===== src/rtl/bin_to_bcd_scan_driver_pkg.sv =====
// Shared constants, FSM encoding and the BCD nibble-correction helper
// used by the binary-to-BCD scan driver.
package bin_to_bcd_scan_driver_pkg;

  localparam int          NUM_DIGITS  = 8;
  localparam int          DIGIT_W     = 4;
  localparam int          BCD_W       = NUM_DIGITS * DIGIT_W;
  localparam int unsigned MAX_DISPLAY = 32'd99_999_999;

  typedef enum logic [1:0] {
    IDLE   = 2'd0,
    SHIFT  = 2'd1,
    COMMIT = 2'd2
  } conv_state_t;

  // Double-dabble correction: every nibble >= 5 gets +3 so that the
  // following left shift carries correctly into the next decimal digit.
  function automatic logic [BCD_W-1:0] add3_nibbles(input logic [BCD_W-1:0] acc);
    logic [BCD_W-1:0] res;
    res = acc;
    for (int i = 0; i < NUM_DIGITS; i++) begin
      if (acc[i*DIGIT_W +: DIGIT_W] >= 4'd5) begin
        res[i*DIGIT_W +: DIGIT_W] = acc[i*DIGIT_W +: DIGIT_W] + 4'd3;
      end else begin
        res[i*DIGIT_W +: DIGIT_W] = acc[i*DIGIT_W +: DIGIT_W];
      end
    end
    return res;
  endfunction

endpackage


===== src/rtl/bin_to_bcd_scan_driver_digit_scan_ctr.sv =====
// Refresh prescaler and digit index counter. The index advances by one
// (mod 8) on the cycle the prescaler wraps; wrap is exposed so the parent
// can look ahead to the next index in the same cycle.
module digit_scan_ctr
  import bin_to_bcd_scan_driver_pkg::*;
#(
  parameter int REFRESH_DIV = 100000
) (
  input  logic       clk,
  input  logic       rst,
  output logic [2:0] anum,
  output logic       wrap
);

  localparam int            PW   = (REFRESH_DIV > 2) ? $clog2(REFRESH_DIV) : 1;
  localparam logic [PW-1:0] LAST = PW'(REFRESH_DIV - 1);

  logic [PW-1:0] presc;

  assign wrap = (presc == LAST);

  // Prescaler counts 0..REFRESH_DIV-1; digit index steps on the wrap cycle.
  always_ff @(posedge clk or posedge rst) begin
    if (rst) begin
      presc <= '0;
      anum  <= 3'd0;
    end else if (wrap) begin
      presc <= '0;
      anum  <= anum + 3'd1;
    end else begin
      presc <= presc + PW'(1);
      anum  <= anum;
    end
  end

endmodule


===== src/rtl/bin_to_bcd_scan_driver.sv =====
// Binary stopwatch count -> packed BCD (sequential double-dabble), then
// time-multiplexed onto a single BCD digit bus plus digit index.
module bin_to_bcd_scan_driver
  import bin_to_bcd_scan_driver_pkg::*;
#(
  parameter int NUM_BITS    = 27,
  parameter int REFRESH_DIV = 100000
) (
  input  logic                clk,
  input  logic                rst,
  input  logic [NUM_BITS-1:0] bin_in,
  input  logic                bin_valid,
  output logic                bin_ready,
  output logic                conv_done,
  output logic [3:0]          v,
  output logic [2:0]          anum
);

  localparam int                  CW      = $clog2(NUM_BITS + 1);
  localparam int                  ADJ_W   = BCD_W - 1;
  localparam logic [NUM_BITS-1:0] MAX_BIN = NUM_BITS'(MAX_DISPLAY);

  conv_state_t         state;
  logic [NUM_BITS-1:0] shreg;
  logic [BCD_W-1:0]    acc;
  logic [CW-1:0]       iter;
  logic [BCD_W-1:0]    display;

  logic [NUM_BITS-1:0] bin_clamped;
  logic [ADJ_W-1:0]    acc_adj;
  logic                wrap;
  logic [2:0]          anum_next;

  // Clamping keeps the top digit <= 9, so the corrected accumulator's MSB
  // is never set when it is shifted out; only the low bits are kept.
  assign bin_clamped = (bin_in > MAX_BIN) ? MAX_BIN : bin_in;
  assign acc_adj     = ADJ_W'(add3_nibbles(acc));

  // Conversion FSM: accept, shift NUM_BITS times, commit to display.
  always_ff @(posedge clk or posedge rst) begin
    if (rst) begin
      state     <= IDLE;
      shreg     <= '0;
      acc       <= '0;
      iter      <= '0;
      display   <= '0;
      bin_ready <= 1'b1;
      conv_done <= 1'b0;
    end else begin
      conv_done <= 1'b0;
      case (state)
        IDLE: begin
          if (bin_valid && bin_ready) begin
            shreg     <= bin_clamped;
            acc       <= '0;
            iter      <= CW'(NUM_BITS);
            bin_ready <= 1'b0;
            state     <= SHIFT;
          end else begin
            bin_ready <= 1'b1;
          end
        end
        SHIFT: begin
          acc   <= {acc_adj, shreg[NUM_BITS-1]};
          shreg <= {shreg[NUM_BITS-2:0], 1'b0};
          iter  <= iter - CW'(1);
          if (iter == CW'(1)) begin
            state <= COMMIT;
          end else begin
            state <= SHIFT;
          end
        end
        COMMIT: begin
          display   <= acc;
          conv_done <= 1'b1;
          bin_ready <= 1'b1;
          state     <= IDLE;
        end
        default: begin
          state     <= IDLE;
          bin_ready <= 1'b1;
        end
      endcase
    end
  end

  digit_scan_ctr #(
    .REFRESH_DIV(REFRESH_DIV)
  ) u_scan (
    .clk (clk),
    .rst (rst),
    .anum(anum),
    .wrap(wrap)
  );

  assign anum_next = wrap ? (anum + 3'd1) : anum;

  // Digit bus follows the index it will carry after this edge, refreshed
  // every cycle so a new commit shows up without waiting for a slot change.
  always_ff @(posedge clk or posedge rst) begin
    if (rst) begin
      v <= 4'd0;
    end else begin
      v <= display[{anum_next, 2'b00} +: DIGIT_W];
    end
  end

endmodule


===== config.mk =====
export PLATFORM = sky130hd
export DESIGN_NAME = bin_to_bcd_scan_driver
export DESIGN_NICKNAME = d
export VERILOG_FILES = /design/src/rtl/bin_to_bcd_scan_driver_pkg.sv /design/src/rtl/bin_to_bcd_scan_driver_digit_scan_ctr.sv /design/src/rtl/bin_to_bcd_scan_driver.sv
export SDC_FILE = /design/constraint.sdc
export NUM_CORES = 1
export LEC_CHECK = 0
export ABC_AREA = 1
export BUFFER_PORTS_ARGS = -buffer_cell sky130_fd_sc_hd__buf_2
export CORE_MARGIN = 5
export CORE_UTILIZATION = 55
export DETAILED_ROUTE_END_ITERATION = 6
export PLACE_DENSITY = 0.77
export SYNTH_ARGS = -nofsm -noshare
export SYNTH_HDL_FRONTEND = slang
export SYNTH_SLANG_ARGS = --single-unit
export TNS_END_PERCENT = 50

===== constraint.sdc =====
create_clock -name clk -period 4 [get_ports clk]
set_clock_uncertainty 0.2 [all_clocks]
set_input_delay 0.6 -clock clk [delete_from_list [all_inputs] [get_ports clk]]
set_output_delay 0.6 -clock clk [all_outputs]
set_load 0.02 [all_outputs]

==> results.txt <==
Area growth from synthesis to layout - 14.2%
Fin worst setup slack - 1570 ps
Post-synth net total - 863
Reg area - 3100 µm²
Detailed Route WL - 14,100 µm
Cells after synthesis - 813
Class of the worst hold path - input port to asynchronous set/reset pin
Post-CTS setup buffer count - 0
Worst-path cell chain - nand3_1 -> nor2_1 -> nor2_4 -> inv_2 -> nand4_1 -> or2_1 -> nand3_1
1st-pass router iterations - 6
Outcome - finished, final reports clean
WP data required - 4150 ps
Largest net degree at the start of global routing - 55
Commonest non-fill, non-tap cell in the layout - nand2_1
Most frequent cells in the layout - nand2_1 (187), dfrtp_1 (123), inv_1 (98)
Post-synthesis average cell area - 8.03 µm²
Main flop type after synthesis - dfrtp_1
Row count - 39
Critical path class - flop to flop
Yosys cell types - 43
First-pass GRT wire length - 24,500 µm
#FFs+latches synth - 124
Ports - 39
Post-route ant nets - 0
Crit path DAT - 2580 ps
Final setup fails - 0
Min Tclk post-route - 2430 ps
Iter 0 DRT Violations - 369
Clock-pin slew on the worst setup and hold paths - 60 ps
Initial Utilization - 56.7%
Setup crit end kind - flop
NumNets Final - 895
Fill count - 951
Max Clk Rate - 411 MHz
Synthesis Warnings - 0
Worst-path fanout max - 30
Die area - 14,100 µm²
Fin. Hold Viols - 0
Cell Area, Synth - 6530 µm²
Global router's overall resource usage - 21.0%
Final HPWL DP - 9770 µm
Core area - 11,500 µm²
Reg-to-reg slack, setup - 1570 ps
VDD IR-drop max - 0.454 mV
Post-synth ARST share - 100%
Worst reg2reg path endpoint - iter[3]
Vias per cell - 5.53
Vias in the first global route - 5,514
Leakage - 3.70 nW
Tcrit/Tclk final - 60.9%
Buf/Inv on CP - 1
Crit path launch type - flop
Post-synthesis sequential area ratio - 47.6%
Footprint of the multi-input gates - 2900 µm²
GP Congestion - 0.895
Final Max Slew Viols - 0
Max transition margin - 30.3%
Post-cts resize count - 0
Slowest cell on crit path - nor2_1
Number of synthesized flops with an enable pin - 0
Worst-case reg-to-reg path depth - 7
CP max stage delay - 560 ps
Setup TNS - 0 ps
Dpl ws - 1450 ps
Wire length per cell - 14.1 µm
Number of buffers inserted by hold repair at cts - 0
Worst skew pair latency - 410 ps
Levels on crit path - 7
Htree depth - 4
Final routed DRC violation total - 0
RSZ-0062 raised after global routing - false
Die Ht - 119 µm
Clock buffer depth - 2
CTS Buf Count - 17
Via Count - 5,527
Root buf cell - clkbuf_16
Share of layout cells above drive strength 1 - 12.3%
CP most frequent cell - nand3_1
Clk sinks - 124
Maxcap violations - 0
Worst r2r src - bin_ready
Ant diodes - 0
Power density of the placed cells - 756 nW/µm²
Worst-Margin Slew - 1040 ps
Global route total overflow - 0
Initial antenna violation count - 0
Die width - 119 µm
Port bufs - 38
Crit path max-delay family - simple AND/OR/NAND/NOR gates
CTS tree - done
==> registers in the layout, indices dropped and copies added (netlist names) <==
register	flops
shreg	27
u_scan.presc	17
acc	32
state	2
v	4
display	32
conv_done	1
u_scan.anum	3
bin_ready	1
iter	5
==> worst max path at each step <==
stage / startpoint / to / slack, ps
3_3_place_gp: bin_valid / iter[3] / 1490
5_1_grt: bin_ready / iter[3] / 1320
4_1_cts: bin_ready / iter[3] / 1580
2_1_floorplan: rst / acc[0] / 1680
3_5_place_dp: bin_valid / iter[3] / 1450
6_report: bin_ready / iter[3] / 1570
==> cells by family after synthesis <==
group	share of synthesized area [%]
compound gates	12.1
xor+xnor	1.74
fa+ha+maj	3.83
buf+inv	8.24
flops	47.6
simple gates	26.5
==> cells in the mapped netlist, types with 2 or more instances <==
cell type  instances  area, µm²
a21oi_1           15       75.1
a22oi_1            9       67.6
a31oi_1            3       18.8
a32o_1             5       50.1
buf_2              4       20.0
clkbuf_1          22       82.6
dfrtp_1          123       3080
ha_1              20        250
inv_1             99        372
inv_2              7       26.3
nand2_1          187        702
nand2_2           11       68.8
nand2_4            2       22.5
nand3_1           41        205
nand3b_1          12       90.1
nand4_1           23        144
nand4_2            2       25.0
nor2_1            92        345
nor3_1             7       35.0
nor4_1             2       12.5
o211ai_1           4       30.0
o21ai_0           52        260
o21ai_1           21        105
o22ai_1           14       87.6
o32ai_1            7       61.3
xor2_1            12        105
==> power breakdown <==
| part | internal [W] | switching, W | total, W |
|---|---|---|---|
| clock | 0.00110 | 0.000517 | 0.00162 |
| combinational | 0.000739 | 0.00122 | 0.00196 |
| sequential | 0.00174 | 0.000314 | 0.00206 |
| total | 0.00358 | 0.00205 | 0.00563 |
==> final cells by class <==
type	instances	share of cell area, %
Timing Repair Buffer	43	3.22
Clock buffer	24	6.60
Multi-Input combinational cell	553	38.9
Sequential cell	124	41.6
Tap cell	143	2.40
Clock inverter	7	1.81
Inverter	106	5.39
==> routing by layer <==
| layer | up-vias | track usage, % | routed length (µm) |
|---|---|---|---|
| li1 | 2727 | - | - |
| met1 | 2610 | 26.8 | 6350 |
| met2 | 159 | 34.3 | 6790 |
| met3 | 31 | 5.07 | 673 |
| met4 | 0 | 8.76 | 269 |
| met5 | - | 0 | 0 |
==> worst register-to-register path, cell delays in order, from the launching register on <==
cell and delay, ps:
dfstp_2 550, nand3_1 90, nor2_1 560, nor2_4 50, inv_2 420, nand4_1 180, or2_1 250, nand3_1 60
==> through the flow <==
step / std cells / hold slack (ps) / power (W) / utilization (%) / area [µm²]
floorplan: 813 / 230 / 0.00351 / - / 6530
global placement: 969 / 243 / 0.00387 / 59.3 / 6830
detailed placement: 969 / 253 / 0.00400 / 59.3 / 6830
CTS: 1000 / 236 / 0.00565 / 64.7 / 7450
global route: 1000 / 267 / 0.00605 / 64.7 / 7450
finish: 1000 / 211 / 0.00563 / 64.7 / 7450
Power figures use the tool's default switching activity.
